$ cat config.mk
export PLATFORM = sky130hd
export DESIGN_NAME = accum_result_fifo
export DESIGN_NICKNAME = d
export VERILOG_FILES = /design/src/rtl/accum_result_fifo.sv
export SDC_FILE = /design/constraint.sdc
export NUM_CORES = 1
export LEC_CHECK = 0
export CAP_MARGIN = 20
export CORE_UTILIZATION = 45
export DETAILED_ROUTE_END_ITERATION = 7
export DONT_BUFFER_PORTS = 1
export GPL_ROUTABILITY_DRIVEN = 0
export PLACE_DENSITY = 0.64
export SYNTH_ARGS = -nofsm -noshare
export SYNTH_HDL_FRONTEND = slang
export SYNTH_SLANG_ARGS = --single-unit
$ cat constraint.sdc
create_clock -name i_clk -period 7.3 [get_ports i_clk]
set_input_delay 1.46 -clock i_clk [delete_from_list [all_inputs] [get_ports i_clk]]
set_output_delay 1.46 -clock i_clk [all_outputs]
set_load 0.005 [all_outputs]
$ cat src/rtl/accum_result_fifo.sv
// accum_result_fifo: capture stage behind the 8-bit signed add/subtract
// accumulator. Valid results {sum, carry, ovf} are queued in a small
// first-word-fall-through FIFO and drained through a valid/ready port.
// Saturating counters track overflow events and samples dropped while full.
//
// Optional build macro: ACC_RESULT_SAT_EN
//   defined   -> results tagged with overflow are stored saturated
//                (+max when the wrapped sum looks negative, -min otherwise)
//   undefined -> the wrapped sum is stored raw, only the ovf tag marks it
module accum_result_fifo #(
  parameter int W     = 8,
  parameter int DEPTH = 8,
  parameter int CNT_W = 8
) (
  input  logic                       i_clk,
  input  logic                       i_rst,
  input  logic                       i_valid,
  input  logic [W-1:0]               i_sum,
  input  logic                       i_carry,
  input  logic                       i_ovf,
  input  logic                       i_clr,
  input  logic                       i_ready,
  output logic                       o_valid,
  output logic [W-1:0]               o_data,
  output logic                       o_data_carry,
  output logic                       o_data_ovf,
  output logic [$clog2(DEPTH):0]     o_count,
  output logic                       o_full,
  output logic                       o_empty,
  output logic [CNT_W-1:0]           o_ovf_cnt,
  output logic [CNT_W-1:0]           o_drop_cnt,
  output logic                       o_ovf_sticky
);

  localparam int AW = $clog2(DEPTH);
  localparam int EW = W + 2;  // {sum, carry, ovf}
  localparam logic [AW:0]      DEPTH_CNT = (AW + 1)'(DEPTH);
  localparam logic [CNT_W-1:0] CNT_MAX   = '1;
  localparam logic [W-1:0]     SAT_POS   = {1'b0, {(W-1){1'b1}}};
  localparam logic [W-1:0]     SAT_NEG   = {1'b1, {(W-1){1'b0}}};

  // Registered state
  logic [AW-1:0]    wr_ptr_reg, wr_ptr_next;
  logic [AW-1:0]    rd_ptr_reg, rd_ptr_next;
  logic [AW:0]      count_reg, count_next;
  logic [CNT_W-1:0] ovf_cnt_reg, ovf_cnt_next;
  logic [CNT_W-1:0] drop_cnt_reg, drop_cnt_next;
  logic             sticky_reg, sticky_next;
  logic [EW-1:0]    entry_mem [DEPTH];

  // Handshake decode
  logic             empty_now;
  logic             full_now;
  logic             pop;
  logic             push;
  logic             drop;
  logic             ovf_event;
  logic [W-1:0]     store_sum;
  logic [EW-1:0]    wr_entry;
  logic [EW-1:0]    head_entry;
  logic [CNT_W-1:0] ovf_base;
  logic [CNT_W-1:0] drop_base;
  logic [DEPTH-1:0] wr_sel;

  assign empty_now = (count_reg == '0);
  assign full_now  = (count_reg == DEPTH_CNT);
  // A pop needs a registered head; ready while empty is ignored, so a
  // push into an empty FIFO never bypasses to the output in the same cycle.
  assign pop       = !empty_now && i_ready;
  // When full, a same-cycle pop frees the slot the push lands in.
  assign push      = i_valid && (!full_now || pop);
  assign drop      = i_valid && full_now && !pop;
  assign ovf_event = i_valid && i_ovf;

`ifdef ACC_RESULT_SAT_EN
  // Overflow flips the sign bit, so a negative-looking wrapped sum came
  // from a positive overflow and saturates to +max, and vice versa.
  assign store_sum = i_ovf ? (i_sum[W-1] ? SAT_POS : SAT_NEG) : i_sum;
`else
  assign store_sum = i_sum;
`endif

  assign wr_entry = {store_sum, i_carry, i_ovf};

  // Next-state for pointers, occupancy and the event counters
  always_comb begin
    wr_ptr_next   = wr_ptr_reg;
    rd_ptr_next   = rd_ptr_reg;
    count_next    = count_reg;
    ovf_base      = i_clr ? '0 : ovf_cnt_reg;
    drop_base     = i_clr ? '0 : drop_cnt_reg;
    ovf_cnt_next  = ovf_base;
    drop_cnt_next = drop_base;
    sticky_next   = i_clr ? 1'b0 : sticky_reg;

    // Pointers are power-of-two wide, so increment wraps DEPTH-1 -> 0.
    if (push) wr_ptr_next = wr_ptr_reg + AW'(1);
    if (pop)  rd_ptr_next = rd_ptr_reg + AW'(1);

    case ({push, pop})
      2'b10:   count_next = count_reg + (AW + 1)'(1);
      2'b01:   count_next = count_reg - (AW + 1)'(1);
      default: count_next = count_reg;
    endcase

    // Clear takes effect first, then this cycle's event is counted.
    if (ovf_event) begin
      sticky_next = 1'b1;
      if (ovf_base != CNT_MAX) ovf_cnt_next = ovf_base + CNT_W'(1);
    end
    if (drop && (drop_base != CNT_MAX)) begin
      drop_cnt_next = drop_base + CNT_W'(1);
    end
  end

  // Control state register; reset discards all queued entries
  always_ff @(posedge i_clk) begin
    if (i_rst) begin
      wr_ptr_reg   <= '0;
      rd_ptr_reg   <= '0;
      count_reg    <= '0;
      ovf_cnt_reg  <= '0;
      drop_cnt_reg <= '0;
      sticky_reg   <= 1'b0;
    end else begin
      wr_ptr_reg   <= wr_ptr_next;
      rd_ptr_reg   <= rd_ptr_next;
      count_reg    <= count_next;
      ovf_cnt_reg  <= ovf_cnt_next;
      drop_cnt_reg <= drop_cnt_next;
      sticky_reg   <= sticky_next;
    end
  end

  // Storage: one write-enabled register per slot. Contents need no reset;
  // the output is masked while empty and a slot is always written before
  // it becomes the head.
  generate
    for (genvar gi = 0; gi < DEPTH; gi++) begin : g_slot
      assign wr_sel[gi] = push && (wr_ptr_reg == AW'(gi));

      // Capture the incoming result when this slot is the write target
      always_ff @(posedge i_clk) begin
        if (!i_rst && wr_sel[gi]) begin
          entry_mem[gi] <= wr_entry;
        end
      end
    end
  endgenerate

  // First-word fall-through head, decoded from registered state only
  assign head_entry   = entry_mem[rd_ptr_reg];
  assign o_valid      = !empty_now;
  assign o_data       = empty_now ? '0   : head_entry[EW-1:2];
  assign o_data_carry = empty_now ? 1'b0 : head_entry[1];
  assign o_data_ovf   = empty_now ? 1'b0 : head_entry[0];
  assign o_count      = count_reg;
  assign o_full       = full_now;
  assign o_empty      = empty_now;
  assign o_ovf_cnt    = ovf_cnt_reg;
  assign o_drop_cnt   = drop_cnt_reg;
  assign o_ovf_sticky = sticky_reg;

endmodule

=== Word-level counts from Yosys, hierarchy flattened ===
Memories as Yosys holds them, arrays and structs flattened. A register that Yosys moved wholly into a read port is not among the register bits.
Index checks and enable logic that the tools add are counted.

* Flip-flop bits (word level): 27
* Latch bits: 0
* Bits in writable memories: 80
* Memory bits (read-only): 0
* Input bits: 15
* Word-level logic and storage cells: 113
* Memories kept: 1

* Add/sub/neg operators: 6
* $mul: 0
* Div/mod/pow operators: 0
* Order comparisons: 0
* Equality and inequality tests: 12
* Shift-type cells: 0
* Mux-type cells: 50
* Bitwise operators: 0
* Reductions and logical operators: 38

{| class="wikitable"
|+ Memory list
! name !! depth !! bits a word !! rd ports !! clocked after memory_dff !! write ports !! line !! RTL
|-
| entry_mem || 8 || 10 || 1 || 1 || 1 || 49 || <nowiki>logic [EW-1:0] entry_mem [DEPTH];</nowiki>
|}

{| class="wikitable"
|+ Operator list
! kind !! number
|-
| 10-bit 2-to-1 mux || 7
|-
| 10-bit OR reduction || 7
|-
| 8-bit 2-to-1 mux || 6
|-
| 1-bit 2-to-1 mux || 27
|-
| 3-bit 2-to-1 mux || 9
|-
| 1-bit logical AND || 22
|-
| 8-bit by 1-bit adder with 8-bit output, second input constant || 2
|-
| 8-bit inequality test, second input constant || 2
|-
| 3-bit == test, second input constant || 4
|-
| 4-bit case mux with 2 select lines || 1
|-
| 3-bit by 1-bit adder with 3-bit output, second input constant || 2
|-
| 3-bit by 2-bit == test with 1-bit output, second input constant || 2
|-
| 4-bit by 1-bit adder with 4-bit output, second input constant || 1
|-
| 4-bit == test, second input constant || 1
|-
| 1-bit logical NOT || 4
|-
| 4-bit logical NOT || 1
|-
| 2-bit nonzero test || 2
|-
| 4-bit by 1-bit subtractor with 4-bit output, second input constant || 1
|-
| 3-bit by 1-bit == test with 1-bit output, second input constant || 1
|-
| 3-bit logical NOT || 1
|-
| 2-bit by 1-bit == test with 1-bit output, second input constant || 1
|-
| 2-bit == test, second input constant || 1
|-
| 1-bit logical OR || 1
|}

=== Logic depth before layout (Yosys ltp) ===
* Depth in word-level cells: 17
* Depth in mapped cells: 10

=== Worst setup path after synthesis ===
No wires, ideal clock.

* Kind: input -> register
* From: input port i_ready
* To: register count_reg[3] (netlist: o_count[3])
* Library setup time: 0.121 ns
* Arrival time: 2.936 ns
* Required time: 7.179 ns
* Path slack: 4.243 ns
* Stages: 6
* Path buffers: 1
* Cell sequence: and2_1 -> clkbuf_1 -> ha_1 -> or3_1 -> o32ai_1 -> mux2_2

* Cells in the longest elaborated chain, start to end: 5

{| class="wikitable"
|+ Ends and longest elaborated chain
! what !! line !! RTL
|-
| from (decl) || 22 || <nowiki>input logic i_ready,</nowiki>
|-
| 1-bit logical AND (*) || 69 || <nowiki>assign pop = !empty_now && i_ready;</nowiki>
|-
| via pop || 54 || <nowiki>logic pop;</nowiki>
|-
| 1-bit logical OR || 71 || <nowiki>assign push = i_valid && (!full_now || pop);</nowiki>
|-
| 1-bit logical AND || 71 ||
|-
| 2-bit by 1-bit == test with 1-bit output or 2-bit == test (tied branches) || 100 || <nowiki>case ({push, pop})</nowiki>
|-
| 4-bit case mux with 2 select lines or 2-bit nonzero test (tied branches) || n/a ||
|-
| to (signal assigned) || 128 || <nowiki>count_reg <= count_next;</nowiki>
|-
| to (decl) || 45 || <nowiki>logic [AW:0] count_reg, count_next;</nowiki>
|}

Mark *: on every way through the listed nets, which the timed path passes. The rest lies on a longest branch.
A chain may end at the register's enable or synchronous reset.

==> flow_summary.json <==
{
  "r2r_slack_ns": 4.54,
  "path_max_fanout": 20,
  "setup-tns-final_ns": 0,
  "overflow": 0,
  "cts_root_buf": "clkbuf_8",
  "dieHeight_um": 103.6,
  "top_register": "entry_mem",
  "multi_input_comb_area_um2": 1569,
  "cap_violations": 0,
  "seqPwrFrac_pct": 55.7,
  "htree_num_levels": 3,
  "final_util_pct": 49.82,
  "initial_core_util_pct": 46.86,
  "first_pass_iters": 4,
  "p_switching_uw": 374.2,
  "layout-drive-gt1-share_pct": 13.78,
  "dp.cells": 429,
  "worstSetupStartpointType": "register",
  "layout.cells.non_filler": 445,
  "slew_violations": 0,
  "cts_tree": "done",
  "drtAntennaViolNets": 0,
  "totalPowerFinal_uw": 1309,
  "met3_length_um": 499,
  "grt_start_max_net_pins": 28,
  "area_growth_syn_to_layout_pct": 6.333,
  "synthCells": 306,
  "worstHoldEndpoint": "o_ovf_sticky$_SDFFE_PP0P_",
  "timing.critical_path.to_type": "primary output",
  "timing.rr.start": "o_count[0]$_SDFFE_PP0P_",
  "largest_reg_flops": 80,
  "post_cts_buffers": 0,
  "first_global_vias": 2467,
  "power-per-cell-area_nw_per_um2": 265.1,
  "routed_via_density": 5.416,
  "grt_antenna_before_repair": 0,
  "synth_ff_type": "edfxtp_1",
  "maxSlewHeadroom_pct": 33.99,
  "wl_met1_mm": 3.701,
  "met2_length_mm": 4.031,
  "synth.avg_cell_area_um2": 15.17,
  "route.detailed.drc": 0,
  "cts_resized": 0,
  "rsz0062_at_grt": "no",
  "grt_usage_pct": 16.81,
  "routedWlPerCell_um": 18.87,
  "holdCritStartpoint": "o_ovf_sticky$_SDFFE_PP0P_",
  "power_leakage_uw": 0.001590,
  "synth_nets": 333,
  "period_share_pct": 47.88,
  "ir_drop_v": 0.0001806,
  "synth_seq_cells": 110,
  "max_freq_ghz": 0.2861,
  "tightest_slew_ns": 0.9887,
  "worstSetupPathType": "reg -> out",
  "core_area_um2": 9910,
  "critPathArrivalTime_ns": 2.04,
  "swShare_pct": 28.58,
  "setup_viol": 0,
  "synth_cell_types": 48,
  "cts_sinks": 110,
  "netlist_area_um2": 4643,
  "ys_seq_area_share_pct": 64.67,
  "clock_latency_ns": 0.38,
  "crit_required_ns": 5.84,
  "grt_pass1_wl_mm": 13.41,
  "clk_pin_slew_ns": 0.09,
  "skew_ns": 0.01169,
  "vias": 2410,
  "p_int_uw": 934.9,
  "clockBufferDepth": 2,
  "die_x_um": 103.6,
  "cts_made_buffers": 9,
  "min_path_cells": 2,
  "rr_endpoint": "o_count[3]$_SDFFE_PP0P_",
  "drt-initial-drc-count": 121,
  "die-area_um2": 10730,
  "io_pins": 49,
  "regArea_um2": 3003,
  "finalCriticalPeriod_ns": 3.495,
  "antenna_cells": 0,
  "hpwl_mm": 5.229,
  "wirelength_mm": 8.396,
  "status": "complete, no violations",
  "n_fill_cell": 860,
  "io_buffers": 0,
  "rows": 36,
  "fin_nets": 334,
  "ys_warn_count": 0,
  "dr.max_layer_used": "met4",
  "rr_worst_depth": 6,
  "finalHoldViolCount": 0,
  "ctsHoldBuffers": 0,
  "ys_async_sr_fraction_pct": 0,
  "combPwrFrac_pct": 19.5,
  "clkPwrFrac_pct": 24.8,
  "synth_edf_count": 80,
  "hp-class": "reg -> reg"
}
through the flow:
| step | hold WS (ns) | cell area, um^2 | worst slack (ns) |
|---|---|---|---|
| 3_3_place_gp | 0.4954 | 4773 | 4.150 |
| 4_1_cts | 0.5169 | 4937 | 3.706 |
| 5_1_grt | 0.5364 | 4937 | 3.673 |
| 6_report | 0.5125 | 4937 | 3.805 |
| 2_1_floorplan | 0.4667 | 4643 | 4.243 |
| 3_5_place_dp | 0.4965 | 4773 | 4.132 |
how the worst max path moves through the flow:
stage	slack [ns]	startpoint	endpoint	cells past startpoint
2_1_floorplan	4.24	i_ready	o_count[3]$_SDFFE_PP0P_	6
3_3_place_gp	4.15	i_ready	o_count[3]$_SDFFE_PP0P_	5
3_5_place_dp	4.13	register	o_data[0]	3
4_1_cts	3.71	register	o_data[0]	3
5_1_grt	3.67	o_count[0]$_SDFFE_PP0P_	o_data_ovf	3
6_report	3.80	register	o_data[0]	3
kinds of logic after synthesis:
logic type,count (synthesis),synth area share [%]
xor+xnor,10,1.886
mux,36,13.18
simple gates,93,10.89
fa+ha+maj,12,3.234
compound gates,28,4.608
flops,110,64.67
buf+inv,17,1.536
cell usage after synthesis, types with 2 or more instances:
cell type	instances	area share, %
edfxtp_1	80	52
dfxtp_1	30	13
nor2_1	28	2.3
mux4_2	20	9.7
mux2i_1	15	3.2
ha_1	12	3.2
nor2b_1	11	1.5
a21oi_1	9	0.97
clkbuf_1	8	0.65
nand2_1	7	0.57
and3_1	6	0.81
nand2b_1	6	0.81
nand3_1	6	0.65
xor2_1	6	1.1
inv_1	5	0.40
nor3_1	5	0.54
and2_1	4	0.54
or3_1	4	0.54
or4_1	4	0.65
xnor2_1	4	0.75
o21ai_0	3	0.32
a31oi_1	2	0.27
buf_2	2	0.22
nand3b_1	2	0.32
nor4_1	2	0.27
o211ai_1	2	0.32
or2_2	2	0.27
layout make-up:
| class | instances | share of cell area [%] |
|---|---|---|
| sequential | 110 | 60.82 |
| multi-input combinational | 179 | 31.78 |
| tap | 133 | 3.371 |
| clock buffer | 10 | 2.585 |
| clock inverter | 6 | 0.7349 |
| inverter | 6 | 0.5575 |
| timing repair buffer | 1 | 0.1521 |
metal layers:
layer  up-vias  global-route usage (%)
li1       1171                       -
met1      1172                   21.47
met2        55                   25.74
met3        12                   5.475
met4         0                   8.489
met5         -                       0
layout by cell type (no fill, tap or decap), drive strengths merged, types with 7 or more instances in the layout:
cell	count
mux2i	15
nor2	28
ha	12
nor2b	11
nand2	7
dfxtp	30
clkbuf	10
a21oi	9
mux4	20
edfxtp	80
power groups by stage:
stage,registers (uW),logic [uW],clock network [uW]
floorplan,728,220,0
CTS,731,261,335
finish,730,255,325
global route,735,285,359
global placement,743,255,0
detailed placement,745,261,0
worst max-delay path, stage by stage (launching register included):
cell and delay, ns:
dfxtp_1 0.98, mux4_2 0.42, mux2i_1 0.18, nor2_1 0.08
No activity file was read; power rests on OpenSTA's default activity.
